===== config.mk =====
export PLATFORM = sky130hd
export DESIGN_NAME = rtc_spi_bridge
export DESIGN_NICKNAME = d
export VERILOG_FILES = /design/src/rtl/rtc_spi_bridge.sv
export SDC_FILE = /design/constraint.sdc
export NUM_CORES = 1
export LEC_CHECK = 0
export BUFFER_PORTS_ARGS = -buffer_cell sky130_fd_sc_hd__buf_4
export CAP_MARGIN = 25
export CORE_MARGIN = 8
export CORE_UTILIZATION = 53
export DETAILED_ROUTE_END_ITERATION = 10
export PLACE_DENSITY = 0.88
export SLEW_MARGIN = 20
export SYNTH_ARGS = -nofsm -noshare
export SYNTH_HDL_FRONTEND = slang
export SYNTH_SLANG_ARGS = --single-unit

===== constraint.sdc =====
create_clock -name SClk -period 2.5 [get_ports SClk]
set_input_delay 0.125 -clock SClk [delete_from_list [all_inputs] [get_ports SClk]]
set_output_delay 0.125 -clock SClk [all_outputs]
set_load 0.01 [all_outputs]

===== src/rtl/rtc_spi_bridge.sv =====
// CPU-to-RTC bridge: bus-mapped ctrl/data registers driving an SPI mode-0 master toward the MCU.
// Build option RTC_MCU_ACK_EN: when defined, wait for MCUReadyFallingEdge after the command byte.
module rtc_spi_bridge #(
    parameter logic [7:0] DUMMY_BYTE = 8'hFF
) (
    input  logic       SClk,
    input  logic       nReset,
    input  logic       nWE,
    input  logic       nOE,
    input  logic [7:0] WriteData,
    input  logic       SelRTCCtrl,
    input  logic       SelRTCData,
    input  logic       MCUReadyFallingEdge,
    output logic [7:0] RTCCtrl,
    output logic [7:0] RTCData,
    input  logic       SPIDi,
    output logic       SPIDo,
    output logic       SPIClk,
    output logic       nMCUSel,
    output logic [2:0] fsm_state
);

    typedef enum logic [2:0] {
        S_IDLE     = 3'd0,
        S_CMD      = 3'd1,
        S_WAIT_ACK = 3'd2,
        S_XFER     = 3'd3,
        S_WAIT_CPU = 3'd4,
        S_DONE     = 3'd5
    } state_t;

    state_t     state, next_state;
    logic [3:0] cmd;
    logic       busy, ready;
    logic [7:0] data_reg;
    logic [2:0] remain;

    logic       wr_done, oe_q;
    logic       wr_stb, ctrl_wr, data_wr, data_rd;

    logic       spi_start, spi_done, spi_active;
    logic [7:0] spi_tx, tx_sh, rx_sh;
    logic [2:0] bit_cnt;
    logic       go_data;

    function automatic logic [2:0] xfer_len(input logic [2:0] sel);
        case (sel)
            3'd1:    xfer_len = 3'd1;
            3'd2:    xfer_len = 3'd7;
            3'd3:    xfer_len = 3'd3;
            3'd4:    xfer_len = 3'd2;
            default: xfer_len = 3'd0;
        endcase
    endfunction

    // A write acts once per nWE low pulse; a read acts on the nOE rising edge.
    always_ff @(posedge SClk or negedge nReset) begin
        if (!nReset) begin
            wr_done <= 1'b0;
            oe_q    <= 1'b1;
        end else begin
            oe_q <= nOE;
            if (nWE)
                wr_done <= 1'b0;
            else if (SelRTCCtrl || SelRTCData)
                wr_done <= 1'b1;
        end
    end

    assign wr_stb  = !nWE && (SelRTCCtrl || SelRTCData) && !wr_done;
    assign ctrl_wr = wr_stb && SelRTCCtrl;
    assign data_wr = wr_stb && SelRTCData;
    assign data_rd = nOE && !oe_q && SelRTCData;

    // CPU handshake: ready=1 means RTCData holds a fresh byte (read) or the last byte
    // left (write); the CPU consumes it with one RTCData access, which drops ready and
    // launches the next byte. No byte moves while ready is high in WAIT_CPU.
    always_ff @(posedge SClk or negedge nReset) begin
        if (!nReset)
            state <= S_IDLE;
        else
            state <= next_state;
    end

    always_comb begin
        next_state = state;
        spi_start  = 1'b0;
        spi_tx     = DUMMY_BYTE;
        go_data    = 1'b0;
        case (state)
            S_IDLE: begin
                if (ctrl_wr && WriteData[4]) begin
                    next_state = S_CMD;
                    spi_start  = 1'b1;
                    spi_tx     = {4'hF, WriteData[3:0]};
                end
            end
            S_CMD: begin
                if (spi_done) begin
`ifdef RTC_MCU_ACK_EN
                    next_state = S_WAIT_ACK;
`else
                    go_data = 1'b1;
`endif
                end
            end
            S_WAIT_ACK: begin
                if (MCUReadyFallingEdge)
                    go_data = 1'b1;
            end
            S_XFER: begin
                if (spi_done)
                    next_state = (remain == 3'd1) ? S_DONE : S_WAIT_CPU;
            end
            S_WAIT_CPU: begin
                if (!cmd[0] && data_wr) begin
                    next_state = S_XFER;
                    spi_start  = 1'b1;
                    spi_tx     = WriteData;
                end else if (cmd[0] && data_rd) begin
                    next_state = S_XFER;
                    spi_start  = 1'b1;
                    spi_tx     = DUMMY_BYTE;
                end
            end
            S_DONE:  next_state = S_IDLE;
            default: next_state = S_IDLE;
        endcase
        if (go_data) begin
            if (remain == 3'd0) begin
                next_state = S_DONE;
            end else begin
                next_state = S_XFER;
                spi_start  = 1'b1;
                spi_tx     = cmd[0] ? DUMMY_BYTE : data_reg;
            end
        end
    end

    always_ff @(posedge SClk or negedge nReset) begin
        if (!nReset) begin
            cmd      <= 4'h0;
            busy     <= 1'b0;
            ready    <= 1'b0;
            data_reg <= 8'h00;
            remain   <= 3'd0;
            nMCUSel  <= 1'b1;
        end else begin
            if (state == S_IDLE && spi_start) begin
                cmd    <= WriteData[3:0];
                ready  <= 1'b0;
                remain <= xfer_len(WriteData[3:1]);
            end
            if (state == S_IDLE && data_wr)
                data_reg <= WriteData;
            // The command byte's MISO data is never loaded; only data-phase bytes are.
            if (state == S_XFER && spi_done) begin
                ready  <= 1'b1;
                remain <= remain - 3'd1;
                if (cmd[0])
                    data_reg <= rx_sh;
            end
            if (state == S_WAIT_CPU && spi_start) begin
                ready <= 1'b0;
                if (!cmd[0])
                    data_reg <= WriteData;
            end
            busy    <= !(next_state == S_IDLE || next_state == S_DONE);
            nMCUSel <=  (next_state == S_IDLE || next_state == S_DONE);
        end
    end

    // SPI mode 0 master: SPIClk doubles as the half-bit phase; MISO sampled as SPIClk rises.
    always_ff @(posedge SClk or negedge nReset) begin
        if (!nReset) begin
            SPIClk     <= 1'b0;
            SPIDo      <= 1'b1;
            tx_sh      <= 8'h00;
            rx_sh      <= 8'h00;
            bit_cnt    <= 3'd0;
            spi_active <= 1'b0;
            spi_done   <= 1'b0;
        end else begin
            spi_done <= 1'b0;
            if (spi_start) begin
                SPIDo      <= spi_tx[7];
                tx_sh      <= {spi_tx[6:0], 1'b0};
                bit_cnt    <= 3'd0;
                SPIClk     <= 1'b0;
                spi_active <= 1'b1;
            end else if (spi_active) begin
                if (!SPIClk) begin
                    SPIClk <= 1'b1;
                    rx_sh  <= {rx_sh[6:0], SPIDi};
                end else begin
                    SPIClk <= 1'b0;
                    if (bit_cnt == 3'd7) begin
                        spi_active <= 1'b0;
                        spi_done   <= 1'b1;
                        SPIDo      <= 1'b1;
                    end else begin
                        SPIDo   <= tx_sh[7];
                        tx_sh   <= {tx_sh[6:0], 1'b0};
                        bit_cnt <= bit_cnt + 3'd1;
                    end
                end
            end
        end
    end

    assign RTCCtrl   = {ready, 2'b00, busy, cmd};
    assign RTCData   = data_reg;
    assign fsm_state = state;

endmodule


[Word level (Yosys, flattened, before mapping)]
Cells that the tools add are included.
W data, S select, Z words.
Word-level totals
  output and inout bits: 22
  word-level logic and storage cells: 123
  bits in registers: 46
Cells by class
  add/sub/neg operators: 2
  eq/ne operators: 12
  reduce and logical (&&, ||, !) cells: 32
  mux-type cells: 59
  bitwise operators: 2
Operators with widths (number)
  $mux W8: 13
  $mux W3: 12
  $mux W1: 28
  $pmux W3 S4: 2
  $pmux W8 S2: 1
  $logic_and A1 B1 Y1: 13
  $eq A3 B2 Y1 const B: 4
  $eq A3 B3 Y1 const B: 4
  $eq A3 B1 Y1 const B: 3
  $logic_not A3 Y1: 3
  $reduce_bool A2 Y1: 4
  $reduce_and A3 Y1: 2
  $logic_not A1 Y1: 5
  $mux W4: 1
  $pmux W1 S2: 2
  $add A3 B1 Y3 const B: 1
  $reduce_bool A3 Y1: 1
  $sub A3 B1 Y3 const B: 1
  $logic_or A1 B1 Y1: 2
  $ne A2 B2 Y1 const B: 1
  $not A1 Y1: 2
  $reduce_and A2 Y1: 1
  $reduce_or A2 Y1: 1

[Longest topological paths before layout]
  depth in word-level cells: 13
  mapped depth: 8
  depth with buffers taken out: 7

[Worst setup path after synthesis]
OpenSTA, ideal clock, no wires.
  kind: register -> register
  start: register oe_q
  end: register rx_sh[0]
  setup time: 125 ps
  data arrival time: 2117 ps
  clock period less this slack: 2241 ps
  stages on the path, launching flop included: 7
  path buffers: 1
  setup slack: 259 ps
  path through: dfstp_2 > and3b_1 > o2111a_1 > or3_1 > buf_4 > nor3b_4 > mux2_2
On the way
  cells in the longest elaborated chain, start to end: 11
Ends and longest elaborated chain
  from (decl): RTL line 38  | logic wr_done, oe_q;
  from (signal assigned): RTL line 62  | oe_q <= nOE;
  $logic_not A1 Y1 *: RTL line 73  | assign data_rd = nOE && !oe_q && SelRTCData;
  $logic_and A1 B1 Y1 * (2 in series): RTL line 73
  $logic_and A1 B1 Y1 *: RTL line 120  | end else if (cmd[0] && data_rd) begin
  $mux W1 *: RTL line 120
  $mux W1 *: RTL line 116  | if (!cmd[0] && data_wr) begin
  $pmux W1 S2 *: RTL line 90  | case (state)
  $mux W1: RTL line 130  | if (remain == 3'd0) begin
  $mux W1 *: RTL line 129  | if (go_data) begin
  $not A1 Y1 (no line) *
  $reduce_and A3 Y1 (no line) *
  to (signal assigned): RTL line 194  | rx_sh <= {rx_sh[6:0], SPIDi};
  to (decl): RTL line 42  | logic [7:0] spi_tx, tx_sh, rx_sh;
Every way passes the cells marked *; elsewhere a longest branch is shown, timed or not.
A chain may end at the register's enable or synchronous reset.

[Final worst setup path]
  start: register oe_q
  end: register rx_sh[1]
The elaborated chain is that of the path after synthesis.

==> impl_summary.log <==
INFO  metric power_switching = 0.00109 W
INFO  metric power_per_cell_area = 1140 nW/µm²
INFO  metric rd_place_congestion = 0.910
INFO  metric synth.mux.area_fraction = 0.0826
INFO  metric floorplan.initialDensity = 0.549
INFO  metric average_instance_area_after_synthesis = 10.5 µm²
INFO  metric post-route-period-util = 0.935
INFO  metric totalPowerFinal = 0.00295 W
INFO  metric grt_pass1_vias = 1719
INFO  metric floorplan.die.height = 80.1 µm
INFO  metric cp.depth = 5
INFO  metric yosys.area_share.simple = 0.149
INFO  metric grt.overflow.total = 0
INFO  metric ys_async_sr_fraction = 1.00
INFO  metric seq_power_share = 0.461
INFO  metric cts-resized-gates = 0
INFO  metric dr.first_iter.drc_count = 135
INFO  metric antenna_cells = 0
INFO  metric post_synth_fa_ha_maj_area_fraction = 0.0287
INFO  metric timing.final.setup_violations = 0
INFO  metric synth_ff_type = sky130_fd_sc_hd__dfrtp_1
INFO  metric worst_setup_path_endpoint = rx_sh[1]
INFO  metric drt-wirelength-per-cell = 16.8 µm
INFO  metric clock_power_share = 0.152
INFO  metric rsz0062_at_grt = false
INFO  metric drc_markers = 0
INFO  metric critPathArrivalTime = 2.53 ns
INFO  metric cts.htree.levels = 2
INFO  metric clk_root_buffer_cell = sky130_fd_sc_hd__clkbuf_8
INFO  metric cp_top_delay_family = simple AND/OR/NAND/NOR gates
INFO  metric port_buffers = 35
INFO  metric synth_cell_type_count = 45
INFO  metric reg2regPathDepth = 5
INFO  metric power.share.combinational = 0.387
INFO  metric design.final.nets = 264
INFO  metric internal_power = 0.00186 W
INFO  metric timing.critical_path.buf_inv = 0
INFO  metric row_count = 23
INFO  metric core_area = 3970 µm²
INFO  metric cpPeakStageDelay = 0.52 ns
INFO  metric fin_tns_setup = 0 ns
INFO  metric area_delta_synth_final = 18.2%
INFO  metric final_worst_path_setup_slack = 0.163 ns
INFO  metric r2r_start = oe_q
INFO  metric report.final.hold_viol_count = 0
INFO  metric dpl.cell_count = 283
INFO  metric dominant_combinational_cell_family_by_area_after_synthesis = compound AO/OA/AOI/OAI gates
INFO  metric post_synth_inst_count = 208
INFO  metric drtAntennaViolNets = 0
INFO  metric post-place-ws = 0.170 ns
INFO  metric slew_violations = 0
INFO  metric min_path_type = in -> reg
INFO  metric firstDrtPassIters = 4
INFO  metric outcome = completed
INFO  metric postCtsHoldBufs = 3
INFO  metric p_leak = 1.18 nW
INFO  metric pin_count = 38
INFO  metric critPathLaunchType = flop
INFO  metric pin_count_of_the_biggest_net_entering_global_routing = 46
INFO  metric clk_latency = 0.30 ns
INFO  metric wl = 4.94 mm
INFO  metric endpoint_kind = flop
INFO  metric cts_buffers = 5
INFO  metric max_cap_violations = 0
INFO  metric power.share.switching = 0.369
INFO  metric fp.dieArea = 6420 µm²
INFO  metric route.vias.total = 1742
INFO  metric synth-seq-area-share = 0.518
INFO  metric final_layout_size_suffix_gt1_frac = 0.254
INFO  metric finalWorstPathRequiredPeriod = 2.34 ns
INFO  metric clk_transition_reported_paths = 0.09 ns
INFO  metric netlist_area = 2180 µm²
INFO  metric post_cts_setup_driven_buffer_insertion_count = 0
INFO  metric maxSlewHeadroom = 0.596
INFO  metric max-clock-path-buffers = 2
INFO  metric post-dp-hpwl = 3.63 mm
INFO  metric yosysWarningCount = 0
INFO  metric timing_worst_slew_pin_value = 0.602 ns
INFO  metric globalRouteTotalUtil = 0.165
INFO  metric grt_pass1_wl = 8.39 mm
INFO  metric grt_antenna_before_repair = 0
INFO  metric highest_delay_cell_along_the_critical_path = sky130_fd_sc_hd__dfstp_2
INFO  metric timing.critical_path.fanout_max = 8
INFO  metric reg2reg_setup_slack = 0.16 ns
INFO  metric synth-seq-cells = 45
INFO  metric crit_type = reg -> reg
INFO  metric xor_xnor_share_of_the_synthesized_area = 0.0120
INFO  metric timing.rr.end = rx_sh[1]
INFO  metric cts_num_sinks = 45
INFO  metric setup.worst_path.start = oe_q
INFO  metric instances_no_fill = 294
INFO  metric synth_compound_gate_area_share = 0.161
INFO  metric ir_drop = 0.529 mV
INFO  metric vias_per_cell = 5.93
INFO  metric critical_path.cell_chain = and3b_1 > o2111a_1 > or3_1 > nor3b_4 > mux2_2
INFO  metric dieWidth = 80.1 µm
INFO  metric timing.fmax = 0.428 GHz
INFO  metric utilization = 0.649
INFO  metric critical_path_required_time = 2.69 ns
INFO  metric number_of_enable_type_register_cells_in_the_synthesized_netlist = 0
INFO  metric cts_tree = yes
INFO  metric worst_clock_skew = 0.00809 ns
[logic make-up (layout without fill, tap and decap cells)]
group | Yosys count | after routing
xor gates and xnor gates | 3 | 3
buffers and inverters | 20 | 55
adders and majority gates | 5 | 5
DFF | 45 | 45
AOI/OAI and AO/OA | 53 | 53
muxes | 17 | 17
and+or+nand+nor | 64 | 64
other | 1 | 2
[cells in the final DEF (no fill, tap or decap), types with 8 or more instances in the layout]
master and n:
sky130_fd_sc_hd__dfrtp_1 42, sky130_fd_sc_hd__buf_4 39, sky130_fd_sc_hd__nand2_1 22, sky130_fd_sc_hd__nor2_1 18, sky130_fd_sc_hd__a21oi_1 12, sky130_fd_sc_hd__o21ai_0 10, sky130_fd_sc_hd__mux2i_1 9, sky130_fd_sc_hd__o22ai_1 8
sky130_fd_sc_hd__o221ai_1 8, sky130_fd_sc_hd__mux2_2 8
[worst min-delay path, stage by stage]
cell and delay [ns]:
sky130_fd_sc_hd__buf_4 0.10, sky130_fd_sc_hd__nand2_1 0.04, sky130_fd_sc_hd__nand2_1 0.05
[state kept, by name (all words and copies together) (netlist names), 3 cells and up]
| name | flops |
|---|---|
| remain | 3 |
| rx_sh | 8 |
| bit_cnt | 3 |
| tx_sh | 7 |
| RTCData | 8 |
| cmd | 4 |
| fsm_state | 3 |
[layout make-up]
cell class                 count  area [µm²]
clock buffer                   5        68.8
clock inverter                 3        22.5
fill                         304        1390
inverter                       5        18.8
multi-input combinational    144         952
sequential                    45        1130
tap                           50        62.6
timing repair buffer          42         323
[cell usage after synthesis, types with 3 or more instances]
| library cell | n | share of area |
|---|---|---|
| sky130_fd_sc_hd__buf_2 | 4 | 0.0092 |
| sky130_fd_sc_hd__a21oi_1 | 12 | 0.028 |
| sky130_fd_sc_hd__inv_1 | 5 | 0.0086 |
| sky130_fd_sc_hd__ha_1 | 5 | 0.029 |
| sky130_fd_sc_hd__dfrtp_1 | 42 | 0.48 |
| sky130_fd_sc_hd__nor3_1 | 5 | 0.011 |
| sky130_fd_sc_hd__mux2_2 | 8 | 0.041 |
| sky130_fd_sc_hd__dfstp_2 | 3 | 0.036 |
| sky130_fd_sc_hd__clkbuf_1 | 4 | 0.0069 |
| sky130_fd_sc_hd__o21ai_0 | 10 | 0.023 |
| sky130_fd_sc_hd__o221ai_1 | 8 | 0.032 |
| sky130_fd_sc_hd__mux2i_1 | 9 | 0.041 |
| sky130_fd_sc_hd__o22ai_1 | 8 | 0.023 |
| sky130_fd_sc_hd__nor2_1 | 18 | 0.031 |
| sky130_fd_sc_hd__buf_4 | 6 | 0.021 |
| sky130_fd_sc_hd__nand2_1 | 22 | 0.038 |
[metal layers]
layer | global-route usage | share of wire | vias up
met2 | 0.274 | 0.50 | 54
li1 | - | - | 818
met4 | 0.0764 | 0.028 | 0
met3 | 0.0379 | 0.051 | 12
met5 | 0 | 0 | -
met1 | 0.198 | 0.42 | 858
[power groups by stage]
stage / Sequential (W) / Clock (W) / Combinational [W]
2_1_floorplan: 0.00133 / 0 / 0.000717
3_3_place_gp: 0.00134 / 0 / 0.00108
3_5_place_dp: 0.00136 / 0 / 0.00115
4_1_cts: 0.00135 / 0.000458 / 0.00116
5_1_grt: 0.00140 / 0.000493 / 0.00127
6_report: 0.00136 / 0.000449 / 0.00114
[through the flow]
step	hold slack, ns	area, µm²
2_1_floorplan	-0.171	2180
3_3_place_gp	0.147	2460
3_5_place_dp	0.149	2460
4_1_cts	0.0420	2580
5_1_grt	0.0412	2580
6_report	0.0453	2580
[worst min path at each step]
stage | start | endpoint | slack (ns) | depth (start not counted)
2_1_floorplan | nReset | RTCData[0] | -0.17 | 0
3_3_place_gp | nReset | wr_done | 0.15 | 1
3_5_place_dp | nReset | cmd[1] | 0.15 | 1
4_1_cts | WriteData[0] | cmd[0] | 0.04 | 3
5_1_grt | SPIDi | rx_sh[0] | 0.04 | 2
6_report | WriteData[0] | cmd[0] | 0.05 | 3
No activity file was read; power rests on OpenSTA's default activity.
